`config.mk`:
```
export PLATFORM = sky130hd
export DESIGN_NAME = alu_seq
export DESIGN_NICKNAME = d
export VERILOG_FILES = /design/src/rtl/alu_seq.sv
export SDC_FILE = /design/constraint.sdc
export NUM_CORES = 1
export LEC_CHECK = 0
export CAP_MARGIN = 30
export CORE_MARGIN = 2
export CORE_UTILIZATION = 61
export CTS_CLUSTER_DIAMETER = 40
export CTS_CLUSTER_SIZE = 25
export DETAILED_ROUTE_END_ITERATION = 8
export PLACE_DENSITY = 0.81
export SYNTH_ARGS = -nofsm -noshare
export SYNTH_HDL_FRONTEND = slang
export SYNTH_SLANG_ARGS = --single-unit
```
`constraint.sdc`:
```
create_clock -name clk -period 4.98 [get_ports clk]
set_input_delay 0.996 -clock clk [delete_from_list [all_inputs] [get_ports clk]]
set_output_delay 0.996 -clock clk [all_outputs]
set_load 0.03 [all_outputs]
```
`src/rtl/alu_seq.sv`:
```
// alu_seq: sequential RV integer ALU; single-cycle ALU/branch ops, iterative shift-add multiply.
// Define ALU_SEQ_DIV_EN to build the restoring divider (DIV/DIVU/REM/REMU); otherwise those are illegal.
module alu_seq #(
    parameter int XLEN = 32
) (
    input  logic            clk,
    input  logic            rst_n,
    input  logic            in_valid,
    output logic            in_ready,
    input  logic [6:0]      opcode,
    input  logic [2:0]      funct3,
    input  logic [6:0]      funct7,
    input  logic [XLEN-1:0] op_a,
    input  logic [XLEN-1:0] op_b,
    output logic            out_valid,
    input  logic            out_ready,
    output logic [XLEN-1:0] result,
    output logic            illegal
);
    localparam int SHW = $clog2(XLEN);

    localparam logic [1:0] IDLE = 2'd0;
    localparam logic [1:0] BUSY = 2'd1;
    localparam logic [1:0] DONE = 2'd2;

    localparam logic [6:0] OPC_LOAD   = 7'h03;
    localparam logic [6:0] OPC_STORE  = 7'h23;
    localparam logic [6:0] OPC_AUIPC  = 7'h17;
    localparam logic [6:0] OPC_BRANCH = 7'h63;
    localparam logic [6:0] OPC_OP     = 7'h33;
    localparam logic [6:0] OPC_OPIMM  = 7'h13;

    localparam logic [1:0] K_MUL_LO = 2'd0;
    localparam logic [1:0] K_MUL_HI = 2'd1;
`ifdef ALU_SEQ_DIV_EN
    localparam logic [1:0] K_DIV_Q  = 2'd2;
    localparam logic [1:0] K_DIV_R  = 2'd3;
`endif

    logic [1:0]      state_q, state_d;
    logic [XLEN-1:0] result_q, result_d;
    logic            illegal_q, illegal_d;
    logic [SHW-1:0]  cnt_q, cnt_d;
    logic [XLEN-1:0] hi_q, hi_d, lo_q, lo_d, opnd_q, opnd_d;
    logic            neg_q, neg_d;
    logic [1:0]      kind_q, kind_d;
`ifdef ALU_SEQ_DIV_EN
    logic            rneg_q, rneg_d;
    logic            dec_rneg;
    logic [XLEN:0]   rem_sh;
`endif

    logic [XLEN-1:0]   alu_res, dec_a, dec_b;
    logic              dec_ill, dec_iter, dec_neg, sa, sb, alt, accept;
    logic [1:0]        dec_kind;
    logic [SHW-1:0]    shamt;
    logic [XLEN:0]     mul_sum;
    logic [XLEN-1:0]   step_hi, step_lo, fin_res;
    logic [2*XLEN-1:0] prod;

    // Decode and single-cycle datapath, evaluated on the live request inputs.
    always_comb begin
        alu_res  = '0;
        dec_ill  = 1'b0;
        dec_iter = 1'b0;
        dec_kind = K_MUL_LO;
        sa       = 1'b0;
        sb       = 1'b0;
        alt      = (funct7 == 7'h20);
        shamt    = op_b[SHW-1:0];
        case (opcode)
            OPC_LOAD, OPC_STORE, OPC_AUIPC: alu_res = op_a + op_b;
            OPC_BRANCH: begin
                case (funct3)
                    3'd0:    alu_res[0] = (op_a == op_b);
                    3'd1:    alu_res[0] = (op_a != op_b);
                    3'd4:    alu_res[0] = ($signed(op_a) < $signed(op_b));
                    3'd5:    alu_res[0] = ($signed(op_a) >= $signed(op_b));
                    3'd6:    alu_res[0] = (op_a < op_b);
                    3'd7:    alu_res[0] = (op_a >= op_b);
                    default: dec_ill = 1'b1;
                endcase
            end
            OPC_OP, OPC_OPIMM: begin
                if (opcode == OPC_OP && funct7 == 7'h01) begin
                    dec_iter = 1'b1;
                    case (funct3)
                        3'd0: dec_kind = K_MUL_LO;
                        3'd1: begin dec_kind = K_MUL_HI; sa = op_a[XLEN-1]; sb = op_b[XLEN-1]; end
                        3'd2: begin dec_kind = K_MUL_HI; sa = op_a[XLEN-1]; end
                        3'd3: dec_kind = K_MUL_HI;
`ifdef ALU_SEQ_DIV_EN
                        3'd4: begin dec_kind = K_DIV_Q; sa = op_a[XLEN-1]; sb = op_b[XLEN-1]; end
                        3'd5: dec_kind = K_DIV_Q;
                        3'd6: begin dec_kind = K_DIV_R; sa = op_a[XLEN-1]; sb = op_b[XLEN-1]; end
                        3'd7: dec_kind = K_DIV_R;
`endif
                        default: begin dec_ill = 1'b1; dec_iter = 1'b0; end
                    endcase
                end else begin
                    if (opcode == OPC_OP)
                        dec_ill = !((funct7 == 7'h00) || (alt && (funct3 == 3'd0 || funct3 == 3'd5)));
                    else if (funct3 == 3'd1)
                        dec_ill = (funct7 != 7'h00);
                    else if (funct3 == 3'd5)
                        dec_ill = !((funct7 == 7'h00) || alt);
                    case (funct3)
                        3'd0: alu_res = (opcode == OPC_OP && alt) ? op_a - op_b : op_a + op_b;
                        3'd1: alu_res = op_a << shamt;
                        3'd2: alu_res[0] = ($signed(op_a) < $signed(op_b));
                        3'd3: alu_res[0] = (op_a < op_b);
                        3'd4: alu_res = op_a ^ op_b;
                        3'd5: begin
                            if (alt) alu_res = $signed(op_a) >>> shamt;
                            else     alu_res = op_a >> shamt;
                        end
                        3'd6: alu_res = op_a | op_b;
                        default: alu_res = op_a & op_b;
                    endcase
                end
            end
            default: dec_ill = 1'b1;
        endcase
        // Iterative ops run on magnitudes; the sign is reapplied when they finish.
        dec_a   = sa ? -op_a : op_a;
        dec_b   = sb ? -op_b : op_b;
        dec_neg = sa ^ sb;
`ifdef ALU_SEQ_DIV_EN
        dec_rneg = sa;
        if (dec_kind[1] && op_b == '0) dec_neg = 1'b0;
`endif
    end

    // One multiply (or divide) step per BUSY cycle; hi_q:lo_q is the working pair.
    always_comb begin
        mul_sum = {1'b0, hi_q} + {1'b0, {XLEN{lo_q[0]}} & opnd_q};
        step_hi = mul_sum[XLEN:1];
        step_lo = {mul_sum[0], lo_q[XLEN-1:1]};
`ifdef ALU_SEQ_DIV_EN
        rem_sh = {hi_q, lo_q[XLEN-1]};
        if (kind_q[1]) begin
            if (rem_sh >= {1'b0, opnd_q}) begin
                step_hi = rem_sh[XLEN-1:0] - opnd_q;
                step_lo = {lo_q[XLEN-2:0], 1'b1};
            end else begin
                step_hi = rem_sh[XLEN-1:0];
                step_lo = {lo_q[XLEN-2:0], 1'b0};
            end
        end
`endif
        prod = {step_hi, step_lo};
        if (neg_q) prod = -prod;
        case (kind_q)
            K_MUL_LO: fin_res = prod[XLEN-1:0];
            K_MUL_HI: fin_res = prod[2*XLEN-1:XLEN];
`ifdef ALU_SEQ_DIV_EN
            K_DIV_Q:  fin_res = neg_q ? -step_lo : step_lo;
            default:  fin_res = rneg_q ? -step_hi : step_hi;
`else
            default:  fin_res = '0;
`endif
        endcase
    end

    assign in_ready = (state_q == IDLE) || (state_q == DONE && out_ready);
    assign accept   = in_valid && in_ready;

    always_comb begin
        state_d   = state_q;
        result_d  = result_q;
        illegal_d = illegal_q;
        cnt_d     = cnt_q;
        hi_d      = hi_q;
        lo_d      = lo_q;
        opnd_d    = opnd_q;
        neg_d     = neg_q;
        kind_d    = kind_q;
`ifdef ALU_SEQ_DIV_EN
        rneg_d    = rneg_q;
`endif
        case (state_q)
            IDLE, DONE: begin
                if (accept) begin
                    if (dec_iter) begin
                        state_d = BUSY;
                        cnt_d   = '0;
                        hi_d    = '0;
                        lo_d    = dec_a;
                        opnd_d  = dec_b;
                        neg_d   = dec_neg;
                        kind_d  = dec_kind;
`ifdef ALU_SEQ_DIV_EN
                        rneg_d  = dec_rneg;
`endif
                    end else begin
                        state_d   = DONE;
                        result_d  = dec_ill ? '0 : alu_res;
                        illegal_d = dec_ill;
                    end
                end else if (state_q == DONE && out_ready) begin
                    state_d = IDLE;
                end
            end
            BUSY: begin
                hi_d  = step_hi;
                lo_d  = step_lo;
                cnt_d = cnt_q + 1'b1;
                if (cnt_q == SHW'(XLEN - 1)) begin
                    state_d   = DONE;
                    result_d  = fin_res;
                    illegal_d = 1'b0;
                    cnt_d     = '0;
                end
            end
            default: state_d = IDLE;
        endcase
    end

    always_ff @(posedge clk or negedge rst_n) begin
        if (!rst_n) begin
            state_q   <= IDLE;
            result_q  <= '0;
            illegal_q <= 1'b0;
            cnt_q     <= '0;
            hi_q      <= '0;
            lo_q      <= '0;
            opnd_q    <= '0;
            neg_q     <= 1'b0;
            kind_q    <= K_MUL_LO;
`ifdef ALU_SEQ_DIV_EN
            rneg_q    <= 1'b0;
`endif
        end else begin
            state_q   <= state_d;
            result_q  <= result_d;
            illegal_q <= illegal_d;
            cnt_q     <= cnt_d;
            hi_q      <= hi_d;
            lo_q      <= lo_d;
            opnd_q    <= opnd_d;
            neg_q     <= neg_d;
            kind_q    <= kind_d;
`ifdef ALU_SEQ_DIV_EN
            rneg_q    <= rneg_d;
`endif
        end
    end

    assign out_valid = (state_q == DONE);
    assign result    = result_q;
    assign illegal   = illegal_q;
endmodule

```
==> Word-level counts from Yosys, hierarchy flattened <==
Cells that the tools add are included.
{ "word_totals": {"ff_bits": 139, "input_bits": 85, "wordCells": 138} }
{ "classes": {"add_sub_neg": 7, "order_cmp": 4, "eq_ne": 26, "n_shift": 3, "n_mux": 55, "bitwise": 5, "n_reduce_logical": 29} }
{ "ops": {"columns": ["op", "count"], "rows": [
  ["$mux W32", 13],
  ["$pmux W32 S2", 4],
  ["$pmux W31 S6", 1],
  ["$and A32 B32 Y32", 2],
  ["$ge A32 B32 Y1", 2],
  ["$lt A32 B32 Y1", 2],
  ["$mux W64", 1],
  ["$neg A32 Y32", 2],
  ["$neg A64 Y64", 1],
  ["$pmux W31 S2", 1],
  ["$add A32 B32 Y33", 1],
  ["$add A32 B32 Y32", 1],
  ["$eq A32 B32 Y1", 1],
  ["$ne A32 B32 Y1", 1],
  ["$or A32 B32 Y32", 1],
  ["$shl A32 B5 Y32", 1],
  ["$shr A32 B5 Y32", 1],
  ["$sshr A32 B5 Y32", 1],
  ["$sub A32 B32 Y32", 1],
  ["$xor A32 B32 Y32", 1],
  ["$eq A7 B6 Y1 const B", 3],
  ["$mux W1", 21],
  ["$mux W5", 3],
  ["$eq A7 B5 Y1 const B", 2],
  ["other kinds (35)", 61]
]} }

==> Logic depth before layout (Yosys ltp) <==
{ "depth": {"ltp_word": 12, "mapped_depth": 18} }

==> Worst setup path after synthesis <==
No wires, ideal clock.
{ "synth_timing": {"path_type": "input -> register", "startpoint": "input port op_b[2]", "endpoint": "register result_q[31] (netlist: result[31])", "setup_ns": 0.124, "t_arrival_ns": 5.013, "path_slack_ns": -0.157, "cell_stages": 17, "n_path_buf": 5, "cell_sequence": "clkbuf_1 -> clkinv_1 -> buf_1 -> clkbuf_1 -> ha_1 -> clkbuf_1 -> o311ai_0 -> a211oi_1 -> a211oi_1 -> nand4b_1 -> and3_1 -> clkbuf_1 -> o21ba_2 -> o311a_1 -> nor3_1 -> and4b_1 -> a211o_1"} }
{ "synth_between": {"elab_chain_cells": 9, "word_cells_on_any_way": 14, "classes_between": "add/sub (2); shift (3); mux (9)"} }
{ "synth_lines": {"columns": ["element", "line", "source"], "rows": [
  ["start: declaration", "14", "input logic [XLEN-1:0] op_b,"],
  ["$add A32 B32 Y32, or another cell as far along", "72, 108", null],
  ["$mux W32, on equally long branches", "108, 114", null],
  ["$pmux W31 S6", "107", "case (funct3)"],
  ["$mux W32", "85", "if (opcode == OPC_OP && funct7 == 7'h01) begin"],
  ["$pmux W31 S2 *", "71", "case (opcode)"],
  ["$mux W32 *", "197", "result_d = dec_ill ? '0 : alu_res;"],
  ["$mux W32 *", "184", "if (dec_iter) begin"],
  ["$mux W32 *", "183", "if (accept) begin"],
  ["$pmux W32 S2 *", "181", "case (state_q)"],
  ["end signal: assignment", "235", "result_q <= result_d;"],
  ["end: declaration", "41", "logic [XLEN-1:0] result_q, result_d;"]
]} }
Every way passes the cells marked *; elsewhere a longest branch is shown, timed or not. The select of a mux whose other input is x is not followed.
A chain may end at the register's enable or synchronous reset.

==> Final worst setup path <==
{ "layout_timing": {"startpoint": "register lo_q[0]", "endpoint": "register result_q[28] (netlist: result[28])"} }
{ "layout_between": {"elab_chain_cells": 7} }
{ "layout_lines": {"columns": ["element", "line", "source"], "rows": [
  ["start: declaration", "44", "logic [XLEN-1:0] hi_q, hi_d, lo_q, lo_d, opnd_q, opnd_d;"],
  ["start signal: assignment", "239", "lo_q <= lo_d;"],
  ["$and A32 B32 Y32 *", "136", "mul_sum = {1'b0, hi_q} + {1'b0, {XLEN{lo_q[0]}} & opnd_q};"],
  ["$add A32 B32 Y33 *", "136", null],
  ["$neg A64 Y64", "152", "if (neg_q) prod = -prod;"],
  ["$mux W64 *", "152", null],
  ["$pmux W32 S2 *", "153", "case (kind_q)"],
  ["$mux W32 *", "208", "if (cnt_q == SHW'(XLEN - 1)) begin"],
  ["$pmux W32 S2 *", "181", null]
]} }
Marked as above.

==> reports/metrics.yaml <==
setup.worst_path.end: "result[28]"
worstMarginPinSlew_ns: 1.06
r2r_end: "result[28]"
tns_ns: 0
status: "complete, no violations"
nNetsFinal: 3037
layout-drive-gt1-share: 0.139
io_buffers: 119
postCtsHoldBufs: 0
root_buffer: "clkbuf_16"
finalSetupViolCount: 0
routedWlPerCell_um: 27.9
async_reset_ff_frac: 1.00
antenna_found_initial: 5
pin_count: 120
dp_slack_ns: -0.0347
reg2reg_from: "lo_q[0]"
synth_top_family_by_area: "compound AO/OA/AOI/OAI gates"
avgSynthCellArea_um2: 7.48
ff2ff_path_depth: 15
place.gp.congestion: 1.16
rows: 66
synth_compound_area_frac: 0.294
nFillCells: 2548
grt_pass1_wl_um: 135000
drt_iter0_drc: 4067
end_kind: "flip-flop"
synth_most_common_cell: "nor2_1"
totalWireLength_um: 91300
drv_cap: 0
areaGrowthSynthToFinish_pct: 16.5
grt_pass1_vias: 22750
p_leak_nw: 9.91
worst_slack_ns: 0.0838
die_w_um: 185
cts_buffer_depth: 2
htreeDepth: 4
slew_headroom: 0.293
core_area_um2: 32500
final_cell_area_um2: 23300
numClockSinks: 138
dp.cells: 3235
finalNonFillerCells: 3271
cts_made_buffers: 17
rrSetupSlack_ns: 0.08
yosysUniqueCellTypes: 92
worstSetupStartpointType: "flip-flop"
synth_top_area_share: 0.172
postRouteAntennaNets: 0
max_freq_ghz: 0.204
synthSimpleGateAreaFrac: 0.198
power-per-cell-area_nw_per_um2: 176
synth_commonest_cells: "nor2_1, o21ai_0, a21oi_1"
whs_ns: 0.336
dp_hpwl_um: 67500
synthAdderAreaFrac: 0.0867
finalCritPeriodShare: 0.983
overflow: 0
synthMuxAreaShare: 0.102
synth-xor-area-share: 0.0814
dieArea_um2: 34300
ys.flop_type: "dfrtp_1"
syn_area_um2: 20000
initial_core_util: 0.617
placed_area_um2: 22500
synth_warnings: 0
synth-seq-area-share: 0.172
grt_max_degree: 107
grt.total_usage: 0.525
period_needed_ns: 4.90
drv_slew: 0
ir_worst_vdd_mv: 0.240
syn-num-nets: 2898
synthTopCellsByArea: "dfrtp_1, ha_1, mux4_2, xnor2_1, o21ai_0"
hold_violations: 0
cts_tree: "done"
via_per_inst: 7.35
drc: 0
hold_class: "in2async"
setup.worst_path.start: "lo_q[0]"
worstSkewPairLatency_ns: 0.44
finClkSkew_ns: 0.00754
required_ns: 5.31
drtPass1Iterations: 9
die_h_um: 185
dr_total_vias: 24028
crit_type: "reg2reg"
clkTransAtPathRegs_ns: 0.06
synth-edff-count: 0
synth_seq_cells: 138
synth_top_area_cell: "dfrtp_1"
synth_cells: 2676
crit_arrival_ns: 5.22
crit_fanout: 10
==> metrics by stage <==
stage	total power, mW	utilization
floorplan	2.05	-
global placement	2.65	0.695
detailed placement	2.66	0.695
CTS	4.02	0.714
global route	4.21	0.719
finish	4.10	0.719
==> worst min path at each step <==
stage                     cells past startpoint  slack [ns]          to
after global placement                        2        0.46  opnd_q[10]
after detailed placement                      2        0.46  opnd_q[27]
after floorplan                               2        0.44  opnd_q[31]
final                                         1        0.34     hi_q[2]
after CTS                                     2        0.48  opnd_q[29]
after global routing                          1        0.33     hi_q[2]
==> state kept, by name, summed over array words and instances (netlist names) <==
register and flops:
hi_q 32, lo_q 32, opnd_q 32, result 32
cnt_q 5, state_q 2, illegal 1, kind_q 1
neg_q 1
==> final cells by class <==
type | count | area (µm²) | area share
antenna | 1 | 2.50 | 0.000107
clock buffer | 19 | 433 | 0.0186
clock inverter | 13 | 191 | 0.00821
inverter | 122 | 458 | 0.0196
multi-input combinational | 2207 | 15400 | 0.661
sequential | 138 | 3460 | 0.148
tap | 442 | 553 | 0.0237
timing repair buffer | 329 | 2800 | 0.120
==> worst max-delay path: stages, from the launching register on <==
cell and delay (ns):
dfrtp_2 0.45, clkbuf_2 0.16, and2_1 0.18, ha_1 0.41, o21a_1 0.23, a2111o_1 0.39
or3_1 0.36, and2_2 0.25, xnor2_1 0.32, nand4_1 0.39, or3_4 0.54, buf_4 0.19
o41ai_1 0.47, xnor2_1 0.19, nor3_1 0.07, o22a_1 0.18
==> cell families after synthesis <==
family	count (synthesis)
buf+inv	331
mux	119
xor+xnor	186
fa+ha+maj	137
flops	138
simple gates	842
compound gates	923
==> where the power goes <==
part / switching (mW) / leakage (nW) / internal [mW]
sequential: 0.0139 / 1.72 / 1.14
combinational: 0.961 / 7.90 / 0.611
clock: 0.536 / 0.295 / 0.843
total: 1.51 / 9.91 / 2.59
==> placed cells by master, fill, tap and decap left out, types with 31 or more instances in the layout <==
| cell | synthesis | layout |
|---|---|---|
| a211oi_1 | 36 | 33 |
| a21o_1 | 31 | 31 |
| a21oi_1 | 246 | 243 |
| a22oi_1 | 40 | 40 |
| and2_1 | 38 | 38 |
| buf_4 | 1 | 206 |
| clkdlybuf4s50_1 | 0 | 113 |
| dfrtp_1 | 138 | 136 |
| ha_1 | 134 | 133 |
| inv_1 | 118 | 118 |
| mux2i_1 | 43 | 43 |
| mux4_2 | 67 | 67 |
| nand2_1 | 235 | 234 |
| nand3_1 | 66 | 65 |
| nor2_1 | 268 | 265 |
| nor3_1 | 72 | 71 |
| o211ai_1 | 33 | 33 |
| o21ai_0 | 264 | 261 |
| o31ai_1 | 45 | 44 |
| xnor2_1 | 162 | 162 |
==> per-layer routing <==
metal	track usage	wire, µm	vias up
met3	0.192	13300	597
met1	0.637	32100	11136
li1	-	-	10116
met5	0.0370	132	-
met4	0.337	7420	8
met2	0.783	38300	2171
==> what timing repair did <==
| item | CTS | global route |
|---|---|---|
| endpoints found under the hold margin | 0 | 0 |
| resized for setup | 0 | 22 |
| endpoints found under the setup margin | 0 | 12 |
| setup buffers | 0 | 1 |
Power figures use the tool's default switching activity.
